[src/rtl/sphere_frame_unpacker_pkg.sv]
// Shared types for the MCU-to-FPGA scene link: the packed Sphere record
// and the unpacker FSM state encoding.
package sphere_frame_unpacker_pkg;

    typedef struct packed {
        logic [15:0] x;
        logic [13:0] y;
        logic [15:0] z;
        logic [5:0]  r;
        logic [11:0] c;
    } Sphere;

    localparam int SPHERE_BYTES = 8;
    localparam int SPHERE_W     = $bits(Sphere);

    typedef enum logic [1:0] {
        IDLE,
        COUNT,
        PAYLOAD
    } UnpackState;

endpackage

[src/rtl/sphere_out_slot.sv]
// Single-entry valid/ready holding register for assembled sphere records.
// A new record is taken when the slot is empty or being accepted this
// cycle; otherwise it is dropped and flagged as an overrun.
module sphere_out_slot
    import sphere_frame_unpacker_pkg::*;
#(
    parameter int IDX_W = 4
) (
    input  logic                clk,
    input  logic                rst,
    input  logic                load,
    input  logic [SPHERE_W-1:0] load_data,
    input  logic [IDX_W-1:0]    load_index,
    input  logic                load_last,
    input  logic                ready,
    output logic                valid,
    output logic [SPHERE_W-1:0] data,
    output logic [IDX_W-1:0]    index,
    output logic                last,
    output logic                overrun
);

    // A record arriving while the slot is full and not draining is lost.
    assign overrun = load & valid & ~ready;

    // Hold until handshake; reload in the same cycle as an accept.
    always_ff @(posedge clk) begin
        if (rst) begin
            valid <= 1'b0;
            data  <= '0;
            index <= '0;
            last  <= 1'b0;
        end else if (load && (!valid || ready)) begin
            valid <= 1'b1;
            data  <= load_data;
            index <= load_index;
            last  <= load_last;
        end else if (valid && ready) begin
            valid <= 1'b0;
        end
    end

endmodule

[src/rtl/sphere_frame_unpacker.sv]
// Receiver end of the scene link: parses a count byte followed by N
// eight-byte Sphere records (MSB first) and presents them one at a time.
module sphere_frame_unpacker
    import sphere_frame_unpacker_pkg::*;
#(
    parameter int MAX_SPHERES = 16,
    parameter int IDX_W       = 4
) (
    input  logic                clk,
    input  logic                rst,
    input  logic                frame_start,
    input  logic                byte_valid,
    input  logic [7:0]          byte_data,
    output logic                sphere_valid,
    input  logic                sphere_ready,
    output logic [SPHERE_W-1:0] sphere_out,
    output logic [IDX_W-1:0]    sphere_index,
    output logic                sphere_last,
    output logic                frame_done,
    output logic                err_overrun,
    output logic                err_frame
);

    // One extra bit so a count equal to 2**IDX_W still fits.
    localparam int         CNT_W     = IDX_W + 1;
    localparam logic [7:0] MAX_B     = 8'(MAX_SPHERES);
    localparam logic [2:0] LAST_BYTE = 3'(SPHERE_BYTES - 1);

    UnpackState          state;
    logic [CNT_W-1:0]    n;
    logic [CNT_W-1:0]    sph_cnt;
    logic [2:0]          byte_cnt;
    // Only the first seven bytes of a record are ever stored; the eighth
    // is taken straight from byte_data when the record completes.
    logic [SPHERE_W-9:0] acc;
    logic                zero_done;
    logic                done_pend;

    logic                take;
    logic                accept;
    logic                slot_overrun;
    logic                rec_vld_p0;
    logic                rec_last_p0;
    logic [SPHERE_W-1:0] rec_data_p0;

    // frame_start always wins over a byte in the same cycle.
    assign take        = byte_valid & ~frame_start;
    assign rec_vld_p0  = (state == PAYLOAD) & take & (byte_cnt == LAST_BYTE);
    assign rec_data_p0 = {acc, byte_data};
    assign rec_last_p0 = (sph_cnt == n - CNT_W'(1));
    assign accept      = sphere_valid & sphere_ready;
    // done_pend marks that the frame's final record has been seen (kept or
    // dropped); whatever the slot holds then is the last deliverable one.
    assign frame_done  = (accept & done_pend) | zero_done;

    // Frame FSM, counters and sticky error flags.
    always_ff @(posedge clk) begin
        if (rst) begin
            state       <= IDLE;
            n           <= '0;
            sph_cnt     <= '0;
            byte_cnt    <= '0;
            zero_done   <= 1'b0;
            done_pend   <= 1'b0;
            err_frame   <= 1'b0;
            err_overrun <= 1'b0;
        end else begin
            zero_done <= 1'b0;
            if (slot_overrun) begin
                err_overrun <= 1'b1;
            end
            if (accept && done_pend) begin
                done_pend <= 1'b0;
            end
            if (rec_vld_p0 && rec_last_p0) begin
                done_pend <= 1'b1;
            end
            if (frame_start) begin
                if (state != IDLE) begin
                    err_frame <= 1'b1;
                end
                err_overrun <= 1'b0;
                byte_cnt    <= '0;
                state       <= COUNT;
            end else if (byte_valid) begin
                unique case (state)
                    COUNT: begin
                        if (byte_data == 8'd0) begin
                            zero_done <= 1'b1;
                            state     <= IDLE;
                        end else if (byte_data > MAX_B) begin
                            err_frame <= 1'b1;
                            state     <= IDLE;
                        end else begin
                            n        <= byte_data[CNT_W-1:0];
                            byte_cnt <= '0;
                            sph_cnt  <= '0;
                            state    <= PAYLOAD;
                        end
                    end
                    PAYLOAD: begin
                        byte_cnt <= byte_cnt + 3'd1;
                        if (byte_cnt == LAST_BYTE) begin
                            sph_cnt <= sph_cnt + CNT_W'(1);
                            if (rec_last_p0) begin
                                state <= IDLE;
                            end
                        end
                    end
                    default: ;
                endcase
            end
        end
    end

    // Byte accumulator: shift each payload byte in MSB first.
    always_ff @(posedge clk) begin
        if (state == PAYLOAD && take) begin
            acc <= {acc[SPHERE_W-17:0], byte_data};
        end
    end

    sphere_out_slot #(
        .IDX_W(IDX_W)
    ) u_slot (
        .clk        (clk),
        .rst        (rst),
        .load       (rec_vld_p0),
        .load_data  (rec_data_p0),
        .load_index (sph_cnt[IDX_W-1:0]),
        .load_last  (rec_last_p0),
        .ready      (sphere_ready),
        .valid      (sphere_valid),
        .data       (sphere_out),
        .index      (sphere_index),
        .last       (sphere_last),
        .overrun    (slot_overrun)
    );

endmodule

[config.mk]
export PLATFORM = sky130hd
export DESIGN_NAME = sphere_frame_unpacker
export DESIGN_NICKNAME = d
export VERILOG_FILES = /design/src/rtl/sphere_frame_unpacker_pkg.sv /design/src/rtl/sphere_out_slot.sv /design/src/rtl/sphere_frame_unpacker.sv
export SDC_FILE = /design/constraint.sdc
export NUM_CORES = 1
export LEC_CHECK = 0
export CELL_PAD_IN_SITES_DETAIL_PLACEMENT = 0
export CELL_PAD_IN_SITES_GLOBAL_PLACEMENT = 2
export CORE_UTILIZATION = 30
export DETAILED_ROUTE_END_ITERATION = 8
export MAX_ROUTING_LAYER = met4
export PLACE_DENSITY = 0.8
export REMOVE_ABC_BUFFERS = 1
export SLEW_MARGIN = 10
export SYNTH_ARGS = -nofsm -noshare
export SYNTH_HDL_FRONTEND = slang
export SYNTH_SLANG_ARGS = --single-unit
[constraint.sdc]
create_clock -name clk -period 2.5 [get_ports clk]
set_input_delay 0.25 -clock clk [delete_from_list [all_inputs] [get_ports clk]]
set_output_delay 0.25 -clock clk [all_outputs]
set_load 0.02 [all_outputs]
==> results.yml <==
cells_and_area:
  syn_to_final_growth_pct: 34.12
  postLayoutCellArea_mm2: 0.006969
  drive_above_1_share_pct: 8.571
  antenna_cells: 0
  fill_cells: 1652
  nets: 601
worst_setup_path:
  cp_slowest_cell: "ha_1"
  crit_arrival_ns: 2.29
  slowest_delay_ns: 0.41
  path_depth: 7
  worst_setup_path_end_kind: "flip-flop"
  critical_path_buf_inv_count: 2
  reg2reg_depth: 7
  required_ns: 2.78
  path_delay_family: "simple AND/OR/NAND/NOR gates"
  path_class: "reg -> reg"
  worstSetupStartpointType: "flip-flop"
  crit_chain: "inv_1 -> ha_1 -> and4b_1 -> nand2_2 -> buf_12 -> nand2_1 -> a21oi_1"
  cp_max_fo: 33
pwr:
  pwr_density_cell_mw_per_mm2: 734.5
  irDropWorstVdd_v: 0.0005147
  p_leak_nw: 2.251
  finalPower_mw: 5.119
clock_tree:
  ctsResizeCount: 0
  cts_sinks: 145
  path_clk_slew_ns: 0.06
  clk_path_buf_depth: 2
  root_buffer: "clkbuf_16"
  cts_made_buffers: 17
  cts_tree: "yes"
  ctsHoldBuffers: 0
  worstSkewPairLatency_ns: 0.43
  cts_setup_buffers: 0
  h-tree-depth: 4
synth:
  synth_area_mm2: 0.005196
  synth_ff_type: "dfxtp_1"
  syn_area_per_cell_um2: 10.56
  yosys.area.top_type_share_pct: 34.29
  synth_edf_count: 56
  synth_top_area_cell: "dfxtp_1"
  seq_area_frac_synth_pct: 66.65
  syn_inst: 492
  synth.area.top_cells: "dfxtp_1 34%, edfxtp_1 32%, nand2_1 11%"
  synth-seq-cells: 145
  synthArstFlopShare_pct: 0
  synth.distinct_cells: 43
  ys_warn_count: 0
status:
  status: "completed"
detailed_routing:
  drt_iter0_markers: 166
  drc: 0
  finalWirelength_mm: 11.52
  ant_nets: 0
  vias_per_cell: 4.616
  wl_met2_mm: 5.171
  wl_per_cell_um: 14.13
  drt-met1-wl_mm: 5.506
  dr.max_layer_used: "met4"
  dr.pass1.iters: 6
  wl_met3_um: 685
  via_count: 3762
global_route:
  grt_first_pass_wirelength_mm: 18.85
  grt_use_total_pct: 14.26
  grt_pass1_vias: 3700
  grt_start_max_net_pins: 63
  grt-ovfl-total: 0
  antenna_found_initial: 0
sta:
  clock_skew_ns: 0.01392
  finalCriticalPeriod_ns: 2.009
  fmax_mhz: 497.8
  period_share_pct: 80.35
  slew_violations: 0
  worst-slew-pin-transition_ns: 0.6881
  finalSetupViolations: 0
  final-hold-violation-count: 0
  grt_setup_unrepaired: "no"
  relSlewSlack_pct: 52.81
floorplanning:
  initial_core_util_pct: 31.00
  dieArea_mm2: 0.01785
  fp.dieW_um: 133.6
  ioPinCount: 86
  core_mm2: 0.01676
  die_h_um: 133.6
  placementRows: 47
worst_hold_path:
  hold_path.class: "in -> reg"
  holdPathStages: 3
placed_design:
  placed_cell_area_mm2: 0.006367
  portBuffers: 85
  hpwl_mm: 7.615
  gp_congestion: 0.7986
run:
  maxCapViolations: 0
cell usage in the layout (no fill, tap or decap), types with 2 or more instances in the layout:
master and count:
buf_4 8, inv_1 5, a21oi_1 78, xnor2_1 5, nor3_1 5, clkinv_1 2, clkinv_2 2, a31o_2 2
dfxtp_1 89, nand2_1 146, clkbuf_1 2, and3_1 2, nand3b_1 3, nand2b_1 4, nor2_1 3, clkinv_4 2
clkdlybuf4s50_1 84, nand3_1 13, bufinv_16 3, nor2b_1 3, inv_6 3, o21ai_0 9, edfxtp_1 56, o22ai_1 2
buf_12 4, clkbuf_16 17, ha_1 6, mux2i_1 5, a221oi_1 2, o31ai_1 2, xor2_1 3
cells by family (layout without fill, tap and decap cells):
group | after synthesis | in the layout | synth area share (%)
buf+inv | 32 | 135 | 2.384
xor+xnor | 8 | 8 | 1.348
flops | 145 | 145 | 66.65
compound gates | 105 | 105 | 11.22
fa+ha+maj | 6 | 6 | 1.445
simple gates | 191 | 191 | 15.99
mux | 5 | 5 | 0.9632
layout make-up:
type                    instances  area [µm²]  share of cell area, %
repair buffers                 97       985.9                  14.15
multi-input cells             315        1620                  23.25
flip-flops and latches        145        3463                  49.69
clock buffers                  20       446.7                  6.409
clock inverters                12       155.1                  2.226
inverters                       6       22.52                 0.3232
well taps                     220       275.3                  3.950
worst paths after layout:
path / from / to / slack [ns]
worst max register to register: state[0] / u_slot.data[41] / 0.49
worst min register to register: acc[20] / acc[28] / 0.44
worst max-delay path: state[0] / u_slot.data[41] / 0.49
worst min-delay path: rst / n[0] / 0.30
layer usage:
| metal | GRT usage [%] | vias up |
|---|---|---|
| li1 | - | 1886 |
| met4 | 5.114 | 0 |
| met2 | 20.60 | 111 |
| met5 | - | - |
| met1 | 18.59 | 1752 |
| met3 | 4.604 | 13 |
sequential cells by signal, summed over array words and instances (netlist names):
signal / count
u_slot.data: 64
acc: 56
n: 5
sph_cnt: 5
u_slot.index: 4
byte_cnt: 3
state: 2
done_pend: 1
err_frame: 1
err_overrun: 1
u_slot.last: 1
u_slot.valid: 1
zero_done: 1
tightest hold or removal path: cells and delay by family:
family	cells	cell delay [ns]
AO/OA/AOI/OAI	1	0.06
buffers and inverters	2	0.35
synth_stat cells (3+ instances only):
library cell and n:
o21ai_0 9, nand2b_1 4, mux2i_1 5, nor3_1 5, xnor2_1 5, buf_2 3
nand2_1 147, xor2_1 3, nand3b_1 3, a21oi_1 78, clkbuf_1 23, edfxtp_1 56
ha_1 6, nand3_1 13, nor2b_1 3, inv_1 5, dfxtp_1 89, nor2_1 4
stage by stage:
step / instances / setup WS, ns / hold WS, ns / TNS (ns) / utilization (%)
after CTS: 815 / 0.4584 / 0.2791 / 0 / 41.58
after detailed placement: 783 / 0.1505 / 0.4321 / 0 / 37.99
after global routing: 815 / 0.3150 / 0.2992 / 0 / 41.58
final: 815 / 0.4913 / 0.2999 / 0 / 41.58
after floorplan: 466 / -0.8787 / 0.3191 / -59.75 / -
after global placement: 783 / 0.2228 / 0.4274 / 0 / 37.99
power breakdown:
group | internal [mW] | leakage [nW] | switching [mW]
Sequential | 2.44 | 1.22 | 0.00270
Combinational | 0.0359 | 0.738 | 0.0630
Clock | 1.60 | 0.293 | 0.977
Total | 4.08 | 2.25 | 1.04
(Power assumes the default switching activity.)
